$ cat config.mk
export PLATFORM = sky130hd
export DESIGN_NAME = baccarat_hand_datapath
export DESIGN_NICKNAME = d
export VERILOG_FILES = /design/src/rtl/baccarat_hand_datapath.sv
export SDC_FILE = /design/constraint.sdc
export NUM_CORES = 1
export LEC_CHECK = 0
export ABC_CLOCK_PERIOD_IN_PS = 3600
export CORE_MARGIN = 2
export CORE_UTILIZATION = 44
export DETAILED_ROUTE_END_ITERATION = 16
export GPL_ROUTABILITY_DRIVEN = 0
export PLACE_DENSITY = 0.73
export SETUP_SLACK_MARGIN = 0.2
export SYNTH_ARGS = -nofsm -noshare
export SYNTH_HDL_FRONTEND = slang
export SYNTH_SLANG_ARGS = --single-unit
$ cat constraint.sdc
create_clock -name slow_clock -period 3.6 [get_ports slow_clock]
set_input_delay 0.36 -clock slow_clock [delete_from_list [all_inputs] [get_ports slow_clock]]
set_output_delay 0.36 -clock slow_clock [all_outputs]
set_load 0.03 [all_outputs]
$ cat src/rtl/baccarat_hand_datapath.sv
// Baccarat hand datapath: write-once card slots, scores and load-order checks.
// Optional shoe depletion tracking is enabled by defining DECK_TRACK_EN.
module baccarat_hand_datapath #(
  parameter int NUM_DECKS = 1
) (
  input  logic       slow_clock,
  input  logic       resetb,
  input  logic [3:0] new_card,
  input  logic       load_pcard1,
  input  logic       load_pcard2,
  input  logic       load_pcard3,
  input  logic       load_dcard1,
  input  logic       load_dcard2,
  input  logic       load_dcard3,
  input  logic       new_hand,
  input  logic       shuffle,
  output logic [3:0] pcard1,
  output logic [3:0] pcard2,
  output logic [3:0] pcard3,
  output logic [3:0] dcard1,
  output logic [3:0] dcard2,
  output logic [3:0] dcard3,
  output logic [3:0] pscore,
  output logic [3:0] dscore,
  output logic [2:0] cards_dealt,
  output logic       proto_err,
  output logic       deck_err
);

  // slot order: 0=p1 1=p2 2=p3 3=d1 4=d2 5=d3
  logic [5:0][3:0] slot_q, slot_d;
  logic [2:0]      dealt_q, dealt_d;
  logic            perr_q, perr_d;

  logic [5:0] ld;
  logic [5:0] pre_ok;
  logic [5:0] empty;
  logic       one_hot;
  logic       card_ok;
  logic       accept;

  function automatic logic [4:0] card_val(input logic [3:0] r);
    card_val = (r <= 4'd9) ? {1'b0, r} : 5'd0;
  endfunction

  function automatic logic [3:0] mod10(input logic [4:0] s);
    logic [4:0] m;
    m = s;
    if (m >= 5'd20)
      m = m - 5'd20;
    else if (m >= 5'd10)
      m = m - 5'd10;
    mod10 = m[3:0];
  endfunction

  always_comb begin
    ld = {load_dcard3, load_dcard2, load_dcard1,
          load_pcard3, load_pcard2, load_pcard1};
    one_hot = (ld != 6'd0) && ((ld & (ld - 6'd1)) == 6'd0);
    card_ok = (new_card >= 4'd1) && (new_card <= 4'd13);
    for (int i = 0; i < 6; i++)
      empty[i] = (slot_q[i] == 4'd0);
    pre_ok[0] = 1'b1;
    pre_ok[1] = !empty[3];
    pre_ok[2] = !empty[4];
    pre_ok[3] = !empty[0];
    pre_ok[4] = !empty[1];
    // dealer may draw a third card whether or not the player did
    pre_ok[5] = !empty[4];
    accept = one_hot && card_ok && |(ld & pre_ok & empty);
  end

  always_comb begin
    slot_d  = slot_q;
    dealt_d = dealt_q;
    perr_d  = perr_q;
    if (new_hand) begin
      slot_d  = '0;
      dealt_d = 3'd0;
      perr_d  = 1'b0;
    end else if (accept) begin
      for (int i = 0; i < 6; i++)
        if (ld[i])
          slot_d[i] = new_card;
      dealt_d = dealt_q + 3'd1;
    end else if (|ld) begin
      perr_d = 1'b1;
    end
  end

  always_ff @(posedge slow_clock or negedge resetb) begin
    if (!resetb) begin
      slot_q  <= '0;
      dealt_q <= 3'd0;
      perr_q  <= 1'b0;
    end else begin
      slot_q  <= slot_d;
      dealt_q <= dealt_d;
      perr_q  <= perr_d;
    end
  end

  logic [4:0] psum, dsum;

  always_comb begin
    psum = card_val(slot_q[0]) + card_val(slot_q[1])
         + card_val(slot_q[2]);
    dsum = card_val(slot_q[3]) + card_val(slot_q[4])
         + card_val(slot_q[5]);
  end

  assign pcard1      = slot_q[0];
  assign pcard2      = slot_q[1];
  assign pcard3      = slot_q[2];
  assign dcard1      = slot_q[3];
  assign dcard2      = slot_q[4];
  assign dcard3      = slot_q[5];
  assign pscore      = mod10(psum);
  assign dscore      = mod10(dsum);
  assign cards_dealt = dealt_q;
  assign proto_err   = perr_q;

`ifdef DECK_TRACK_EN
  localparam int LIMIT = 4 * NUM_DECKS;
  localparam int CW    = $clog2(LIMIT + 1);

  logic [12:0][CW-1:0] cnt_q, cnt_d;
  logic                derr_q, derr_d;

  always_comb begin
    cnt_d  = cnt_q;
    derr_d = derr_q;
    if (shuffle) begin
      cnt_d  = '0;
      derr_d = 1'b0;
    end else if (accept && !new_hand) begin
      for (int r = 0; r < 13; r++) begin
        if (new_card == 4'(r + 1)) begin
          // over-limit card is still dealt; only the flag records it
          if (cnt_q[r] == CW'(LIMIT))
            derr_d = 1'b1;
          else
            cnt_d[r] = cnt_q[r] + CW'(1);
        end
      end
    end
  end

  always_ff @(posedge slow_clock or negedge resetb) begin
    if (!resetb) begin
      cnt_q  <= '0;
      derr_q <= 1'b0;
    end else begin
      cnt_q  <= cnt_d;
      derr_q <= derr_d;
    end
  end

  assign deck_err = derr_q;
`else
  localparam int unused_num_decks = NUM_DECKS;
  logic unused_shuffle;
  assign unused_shuffle = shuffle;
  assign deck_err       = 1'b0;
`endif

endmodule

==> impl_metrics.ini <==
[worst_setup_path]
critPathTopFamily = adder cells
cp.buffers_inverters = 5
arrival_ns = 3.19
critPathRequiredTime_ns = 3.24
start_kind = register
path_cells = buf_6 > nand2b_4 > fa_1 > inv_2 > fa_2 > inv_4 > ha_4 > buf_6 > or3_4 > a31oi_4 > buf_6
cp_common_cell = buf_6
crit_type = reg2out
crit_path_end_kind = primary output
cp_slowest_cell = fa_2
cp_max_fo = 4
crit_path_max_incr_delay_ns = 0.61

[cts]
clockBufferDepth = 2
path_clk_slew_ns = 0.10
root_buffer = clkbuf_8
clock_sinks = 28
htreeDepth = 1
cts_tree = yes
cts_made_buffers = 3
clock_latency_ns = 0.28
cts_hold_buf = 0

[pwr]
power.total_mw = 0.693
p_clk_share_pct = 28.3
p_leak_nw = 1.59
p_seq_share_pct = 46.6
power_frac_comb_pct = 25.2
swShare_pct = 28.1
power.switching_mw = 0.195
p_int_mw = 0.499
power_density_nw_per_um2 = 187
ir_drop_v = 0.000206

[floorplanning]
rows = 25
initial_core_util_pct = 45.8
core_um2 = 4750
boundaryPins = 51
die_y_um = 74.3
dieArea_um2 = 5520
die_x_um = 74.3

[sta]
rsz0062_at_grt = true
fin_crit_sh_pct = 98.7
max_freq_mhz = 281
slew_headroom_pct = 53.0
fin_skew_ns = 0.00784
setup_viol = 0
worst_slack_ns = 0.0475
hold_viol = 0
drv_slew = 0
tightestPinTransition_ns = 0.701
layout_min_cycle_time_ns = 3.55

[cells_and_area]
final_common_cell = buf_4
multi_input_area_um2 = 1740
synthToLayoutAreaGrowth_pct = 70.3
diodes = 0
n_fill_cell = 324
fin_nets = 362
drive_gt1_share_pct = 49.7
fin_area_um2 = 3700
fin_cells = 391
seq_area_um2 = 723
final_cell_mix = buf_4, clkdlybuf4s50_1, a32o_1

[min_path]
holdCritPathClass = in2async

[yosys]
synthDistinctLibCells = 42
yosysTopAreaCellShare_pct = 32.2
synth_edf_count = 0
synth-seq-cells = 28
syn_inst = 211
avgSynthCellArea_um2 = 10.3
synth_ff_type = dfrtp_1
async_reset_ff_share_pct = 100
ys_warn_count = 0
syn_area_um2 = 2180
ys_top_cells_by_area = dfrtp_1, a32o_1, fa_1
synth_nets = 248
ys_seq_area_share_pct = 32.2
synth_top_area_cell = dfrtp_1

[routing]
num_vias = 2119
dr.pass1.iters = 4
via_per_inst = 5.42
dr.first_iter.drc_count = 50
drc_errors = 0
wirelength_mm = 6.21
final_antenna_net_count = 0
routedWlPerCell_um = 15.9

[global_routing]
grt_use_met1_pct = 29.4
grtUsageMet2_pct = 43.2
grt_usage_pct = 23.3
grt_max_degree = 29
grt_overflow_total = 0
grt_pass1_vias = 2141
grt_pass1_wl_mm = 10.0
antenna_found_initial = 0
grt-busiest-layer = met2
use_met3_pct = 2.17

[place]
postPlaceCellArea_um2 = 3140
dp_cells = 372
portBuffers = 48
dpl_worst_slack_ns = -0.177
dp_hpwl_mm = 4.27

[run]
drv_cap = 0

[outcome]
status = finished clean
-- synth_stat cells, drive strengths merged (2+ instances only) --
master,count
o21a,2
nor2,7
nand2b,9
clkbuf,3
nor3b,10
or4,2
buf,6
dfrtp,28
nor2b,13
and2,6
inv,13
nand2,6
xnor2,3
mux2i,3
o21ai,9
or3,2
nor4,6
nor3,2
a211oi,3
a21oi,6
ha,13
fa,10
a21o,3
nand3b,2
xor2,4
a32o,24
a31oi,2
mux2,4
-- logic make-up after synthesis --
| family | after synthesis | synth area share (%) |
|---|---|---|
| AND/OR/NAND/NOR | 68 | 19.0 |
| AO/OA/AOI/OAI | 53 | 20.4 |
| flip-flops | 28 | 32.2 |
| adder cells (fa/ha/maj) | 24 | 17.1 |
| buffers and inverters | 23 | 4.83 |
| XOR/XNOR | 7 | 2.82 |
| multiplexers | 7 | 3.45 |
| other | 1 | 0.172 |
-- flip-flops by register name (all words and copies together) (netlist names) --
register / cells
proto_err: 1
pcard1: 4
dcard2: 4
dcard1: 4
pcard3: 4
dcard3: 4
cards_dealt: 3
pcard2: 4
-- layer usage --
layer	wire (um)	share of wire [%]
met1	2540	41
met2	3320	54
met3	250	4.0
met4	92	1.5
met5	0	0
-- layout make-up --
| type | instances | share of cell area, % |
|---|---|---|
| multi-input combinational | 160 | 47.1 |
| timing repair buffer | 118 | 28.2 |
| sequential | 28 | 19.5 |
| tap | 67 | 2.26 |
| clock buffer | 4 | 1.49 |
| inverter | 14 | 1.49 |
-- power groups by stage --
stage	logic, mW	registers [mW]	clock network (mW)
finish	0.175	0.323	0.196
global route	0.188	0.324	0.210
CTS	0.161	0.323	0.199
detailed placement	0.141	0.329	0
global placement	0.137	0.329	0
floorplan	0.0673	0.337	0
-- worst reg2reg max path, cell delays in order (launching register included) --
cell and delay (ns):
dfrtp_2 0.45, buf_6 0.13, buf_4 0.12, or4_1 0.56, nor2_1 0.11, and4b_1 0.24, a21oi_4 0.34, buf_4 0.28
a32o_1 0.20
-- worst paths after layout --
kind	start	end	slack, ns	cells past startpoint
hold reg to reg	proto_err	proto_err	0.55	2
min in group slow_clock	proto_err	proto_err	0.55	2
hold / removal	resetb	pcard1[1]	0.44	2
setup reg to reg	pcard1[3]	pcard1[2]	1.10	8
max in group asynchronous	resetb	dcard3[1]	2.86	2
setup / recovery	pcard1[3]	pscore[3]	0.05	11
-- stage by stage --
step           utilization (%)  setup TNS [ns]  hold WS, ns
5_1_grt                   77.9         -0.0839        0.475
6_report                  77.9               0        0.439
2_1_floorplan                -               0       0.0644
4_1_cts                   74.2               0        0.458
3_5_place_dp              66.1          -0.319        0.535
3_3_place_gp              66.1          -0.180        0.527
-- repair_timing --
action	in CTS	in global routing
endpoints found under the hold margin	0	0
pin swaps	26	16
buffers inserted	10	5
endpoints found under the setup margin	6	6
gates resized for setup	67	30
Note: power is estimated with default switching activity, not from simulation.
